<file path="config.mk">
export PLATFORM = sky130hd
export DESIGN_NAME = ssram_ctrl
export DESIGN_NICKNAME = d
export VERILOG_FILES = /design/src/rtl/ssram_ctrl.sv
export SDC_FILE = /design/constraint.sdc
export NUM_CORES = 1
export LEC_CHECK = 0
export CAP_MARGIN = 10
export CELL_PAD_IN_SITES_DETAIL_PLACEMENT = 0
export CELL_PAD_IN_SITES_GLOBAL_PLACEMENT = 1
export CORE_UTILIZATION = 29
export DETAILED_ROUTE_END_ITERATION = 10
export HOLD_SLACK_MARGIN = 0.06
export PLACE_DENSITY_LB_ADDON = 0.1
export SLEW_MARGIN = 20
export SYNTH_ARGS = -nofsm -noshare
export SYNTH_HDL_FRONTEND = slang
export SYNTH_SLANG_ARGS = --single-unit
</file>
<file path="constraint.sdc">
create_clock -name clock -period 4.12 [get_ports clock]
set_input_delay 0.412 -clock clock [delete_from_list [all_inputs] [get_ports clock]]
set_output_delay 0.412 -clock clock [all_outputs]
set_load 0.02 [all_outputs]
</file>
<file path="src/rtl/ssram_ctrl.sv">
// Bus target for a 1M x 32 flow-through synchronous SSRAM. The transaction timing
// is locked to the bus sequencer's idle/start/pre/post sequence. Every output is registered.
module ssram_ctrl #(
    parameter int         ADDR_WIDTH = 20,
    parameter logic [3:0] CS_ID      = 4'h6
) (
    input  logic                  clock,
    input  logic                  reset,
    input  logic                  start,
    input  logic [3:0]            chipselect,
    input  logic                  read,
    input  logic                  write,
    input  logic [31:0]           address,
    input  logic [3:0]            be,
    input  logic [31:0]           data_in,
    output logic [31:0]           data_out,
    output logic                  ready,
    output logic [ADDR_WIDTH-1:0] ssram_addr,
    output logic [31:0]           ssram_dq_out,
    input  logic [31:0]           ssram_dq_in,
    output logic                  ssram_dq_oe,
    output logic                  ssram_ce_n,
    output logic                  ssram_adsc_n,
    output logic                  ssram_we_n,
    output logic [3:0]            ssram_be_n,
    output logic                  ssram_oe_n
);

    typedef enum logic [1:0] {
        S_IDLE = 2'd0,
        S_ADDR = 2'd1,
        S_DATA = 2'd2,
        S_HOLD = 2'd3
    } state_t;

    state_t                state_q, state_d;
    logic                  is_write_q, is_write_d;
    logic [31:0]           data_out_q, data_out_d;
    logic                  ready_q, ready_d;
    logic [ADDR_WIDTH-1:0] addr_q, addr_d;
    logic [31:0]           dq_out_q, dq_out_d;
    logic                  dq_oe_q, dq_oe_d;
    logic                  ce_n_q, ce_n_d;
    logic                  adsc_n_q, adsc_n_d;
    logic                  we_n_q, we_n_d;
    logic [3:0]            be_n_q, be_n_d;
    logic                  oe_n_q, oe_n_d;
    logic                  accept_s;
    logic                  unused_addr_s;

    assign unused_addr_s = ^{address[31:ADDR_WIDTH+2], address[1:0]};
    assign accept_s      = start && (chipselect == CS_ID) && (read || write);

    // Next state and next pin values; pins are computed one cycle ahead so they register cleanly.
    always_comb begin
        state_d    = state_q;
        is_write_d = is_write_q;
        data_out_d = data_out_q;
        ready_d    = 1'b0;
        addr_d     = addr_q;
        dq_out_d   = dq_out_q;
        dq_oe_d    = 1'b0;
        ce_n_d     = 1'b1;
        adsc_n_d   = 1'b1;
        we_n_d     = 1'b1;
        be_n_d     = 4'hf;
        oe_n_d     = 1'b1;
        case (state_q)
            S_IDLE: begin
                if (accept_s) begin
                    state_d    = S_ADDR;
                    is_write_d = write;
                    addr_d     = address[ADDR_WIDTH+1:2];
                    ce_n_d     = 1'b0;
                    adsc_n_d   = 1'b0;
                    if (write) begin
                        we_n_d   = 1'b0;
                        be_n_d   = ~be;
                        dq_oe_d  = 1'b1;
                        dq_out_d = data_in;
                    end else begin
                        oe_n_d = 1'b0;
                    end
                end else begin
                    state_d = S_IDLE;
                end
            end
            S_ADDR: begin
                state_d = S_DATA;
                if (is_write_q) begin
                    dq_oe_d = 1'b1;
                end else begin
                    oe_n_d = 1'b0;
                end
            end
            S_DATA: begin
                // Flow-through read data is valid during this cycle.
                state_d = S_HOLD;
                ready_d = 1'b1;
                if (!is_write_q) begin
                    data_out_d = ssram_dq_in;
                end else begin
                    data_out_d = data_out_q;
                end
            end
            S_HOLD: begin
                if (read || write) begin
                    state_d = S_HOLD;
                    ready_d = 1'b1;
                end else begin
                    state_d = S_IDLE;
                end
            end
            default: begin
                state_d = S_IDLE;
            end
        endcase
    end

    // State and registered outputs with synchronous reset.
    always_ff @(posedge clock) begin
        if (reset) begin
            state_q    <= S_IDLE;
            is_write_q <= 1'b0;
            data_out_q <= 32'h0;
            ready_q    <= 1'b0;
            addr_q     <= '0;
            dq_out_q   <= 32'h0;
            dq_oe_q    <= 1'b0;
            ce_n_q     <= 1'b1;
            adsc_n_q   <= 1'b1;
            we_n_q     <= 1'b1;
            be_n_q     <= 4'hf;
            oe_n_q     <= 1'b1;
        end else begin
            state_q    <= state_d;
            is_write_q <= is_write_d;
            data_out_q <= data_out_d;
            ready_q    <= ready_d;
            addr_q     <= addr_d;
            dq_out_q   <= dq_out_d;
            dq_oe_q    <= dq_oe_d;
            ce_n_q     <= ce_n_d;
            adsc_n_q   <= adsc_n_d;
            we_n_q     <= we_n_d;
            be_n_q     <= be_n_d;
            oe_n_q     <= oe_n_d;
        end
    end

    assign data_out     = data_out_q;
    assign ready        = ready_q;
    assign ssram_addr   = addr_q;
    assign ssram_dq_out = dq_out_q;
    assign ssram_dq_oe  = dq_oe_q;
    assign ssram_ce_n   = ce_n_q;
    assign ssram_adsc_n = adsc_n_q;
    assign ssram_we_n   = we_n_q;
    assign ssram_be_n   = be_n_q;
    assign ssram_oe_n   = oe_n_q;

endmodule

</file>
==> results_dict.tcl <==
set metrics [dict create \
    drc 0 \
    layout_setup_ws_ns 1.85 \
    firstDrtPassIters 4 \
    ant_nets 0 \
    coreArea_sq_um 12000 \
    post_cts_buffers 0 \
    p_comb_share_pct 9.2 \
    crit_slowest_cell "clkdlybuf4s50_1" \
    final_cell_mix "190 x clkdlybuf4s50_1, 171 x nand2_1, 96 x dfxtp_1" \
    numCtsBuffers 9 \
    dp_hpwl_um 6470 \
    die_width_um 113 \
    dp.cells 717 \
    yosysTopAreaCellShare_pct 53.7 \
    grt_pass1_vias 3139 \
    synth.ff_latch_count 96 \
    status "finished, final reports clean" \
    io_buffers 190 \
    grt_setup_unrepaired "false" \
    max-cap-violations 0 \
    min_period_ns 2.27 \
    syn-instance-count 405 \
    irDropWorstVdd_uv 176 \
    end_kind "flop" \
    total_power_mw 1.98 \
    cts_resized 0 \
    cts.clk_slew.worst_paths_ns 0.06 \
    syn_area_per_cell_sq_um 8.83 \
    grt_pass1_wl_um 15400 \
    yosysTopAreaCell "dfxtp_1" \
    vias_per_cell 4.35 \
    final_common_cell "clkdlybuf4s50_1" \
    maxSlewViolCount 0 \
    area_delta_synth_final_pct 64.0 \
    worstMarginPinSlew_ns 0.688 \
    pwr-share-clk_pct 43.2 \
    antenna_found_initial 0 \
    die_area_sq_um 12800 \
    fp-row-count 40 \
    gr-total-overflow 0 \
    cp-startpoint "write" \
    clkSinkCount 96 \
    crit_type "in2reg" \
    drtIter0Drc 179 \
    synth_nets 514 \
    ys_types 28 \
    ioPinCount 203 \
    wl_um 9420 \
    max_stage_delay_ns 0.54 \
    nets 690 \
    syn-cell-area_sq_um 3580 \
    leakagePower_nw 2.05 \
    dpl_cell_area_sq_um 5560 \
    synth_area_leaders "dfxtp_1 54%, nand2_1 18%, mux2i_1 15%" \
    grt_max_degree 56 \
    globalplace.congestion 0.716 \
    cts_tree "built" \
    wl_per_cell_um 12.9 \
    antenna_cells 0 \
    num-fill-cells 1180 \
    r2r-start "state_q[0]" \
    tns_ns 0 \
    clkLatencyLatePin_ns 0.33 \
    swShare_pct 20.9 \
    cts_root_buffer "clkbuf_16" \
    internal-power_mw 1.57 \
    switchingPower_mw 0.414 \
    rr_worst_depth 4 \
    endpoint "ssram_dq_out[1]" \
    r2r-end "ssram_dq_out[1]" \
    hold_viol_final 0 \
    r2r_setup_slack_ns 2.07 \
    worstPathArrival_ns 2.53 \
    cp_max_fo 31 \
    die_y_um 113 \
    seq_area_frac_synth_pct 53.7 \
    slew_headroom_pct 54.1 \
    hold_buffers 0 \
    setup_viol 0 \
    required_ns 4.38 \
    critPathLaunchType "primary input" \
    drive_gt1_share_pct 4.44 \
    hold_slack_ns 0.453 \
    skew_ns 0.00292 \
    min_path_type "reg2reg" \
    power_density_nw_per_um2 338 \
    cp_cell_sequence "clkdlybuf4s50_1, or3b_4, nor3_4, buf_4, mux2i_1" \
    initial_core_util_pct 29.8 \
    final_area_sq_um 5860 \
    fmax_mhz 441 \
    h-tree-depth 3 \
    seqPwrFrac_pct 47.6 \
    ys.warnings.count 0 \
    clock_path_buffers 2 \
    utilization_pct 48.8 \
    fin_cells 732 \
    vias 3187 \
    fin_crit_sh_pct 55.0 \
    grt_use_total_pct 15.3 \
    place_ws_ns 1.48 \
]
[cells in the mapped netlist]
cell       count
a21oi_1       32
buf_2          5
buf_4          4
nor3b_1        1
o21ai_1        1
nor2_1         2
clkbuf_1      18
nand3_1        4
buf_6          1
nor3_4         1
inv_2          1
nor4_4         1
buf_8          1
buf_1          2
or3b_4         1
o21ai_0        1
and2_1         1
o2bb2ai_1      1
or3b_1         1
a21o_1         2
nand2_1      171
inv_1          1
o311a_1        1
o21a_1         1
mux2i_1       52
nand4bb_1      1
nor4_1         1
dfxtp_1       96
[worst max-delay path, delay by kind of cell]
kind / cells / cell delay, ns
buffers and inverters: 2 / 1.08
AND/OR/NAND/NOR: 2 / 0.76
multiplexers: 1 / 0.26
[how the worst min path moves through the flow]
stage / from / endpoint / slack [ns] / cells after the start
6_report: data_out[11] / data_out[11] / 0.45 / 2
5_1_grt: data_out[21] / data_out[21] / 0.47 / 2
4_1_cts: data_out[19] / data_out[19] / 0.46 / 2
3_5_place_dp: ssram_addr[4] / ssram_addr[4] / 0.45 / 2
3_3_place_gp: ssram_dq_out[1] / ssram_dq_out[1] / 0.44 / 2
2_1_floorplan: is_write_q / is_write_q / 0.47 / 2
[power groups by stage]
stage               sequential, mW  combinational, mW  clock (mW)
finish                       0.943              0.182       0.856
global route                 0.943              0.199       0.934
CTS                          0.943              0.185       0.896
floorplan                    0.975             0.0535           0
detailed placement           0.964              0.183           0
global placement             0.964              0.182           0
[layout make-up]
type / instances / area (sq um) / share of cell area (%)
sequential: 96 / 1920 / 32.8
clock buffer: 13 / 270 / 4.61
clock inverter: 2 / 37.5 / 0.640
inverter: 2 / 8.76 / 0.149
multi-input combinational: 276 / 1500 / 25.5
timing repair buffer: 196 / 1950 / 33.2
tap: 147 / 184 / 3.14
[logic make-up (layout without fill, tap and decap cells)]
logic type	after synthesis	after routing	share of synthesized area (%)
AND/OR/NAND/NOR	185	185	21.2
AO/OA/AOI/OAI	39	39	5.91
multiplexers	52	52	14.6
buffers and inverters	33	213	4.58
flip-flops	96	96	53.7
[registers in the layout, indices dropped and copies added, names as in the netlist]
register / count
ssram_dq_out: 32
ssram_we_n: 1
ssram_adsc_n: 1
state_q: 2
is_write_q: 1
data_out: 32
ssram_oe_n: 1
ssram_dq_oe: 1
ready: 1
ssram_addr: 20
ssram_be_n: 4
[metal layers]
metal  up-vias  part of all wire [%]  track usage (%)
met4         0                   1.5             6.58
met3        10                   9.0             5.95
met2       113                    43             23.5
met1      1410                    46             19.1
met5         -                     0                0
li1       1654                     -                -
(Power assumes the default switching activity.)
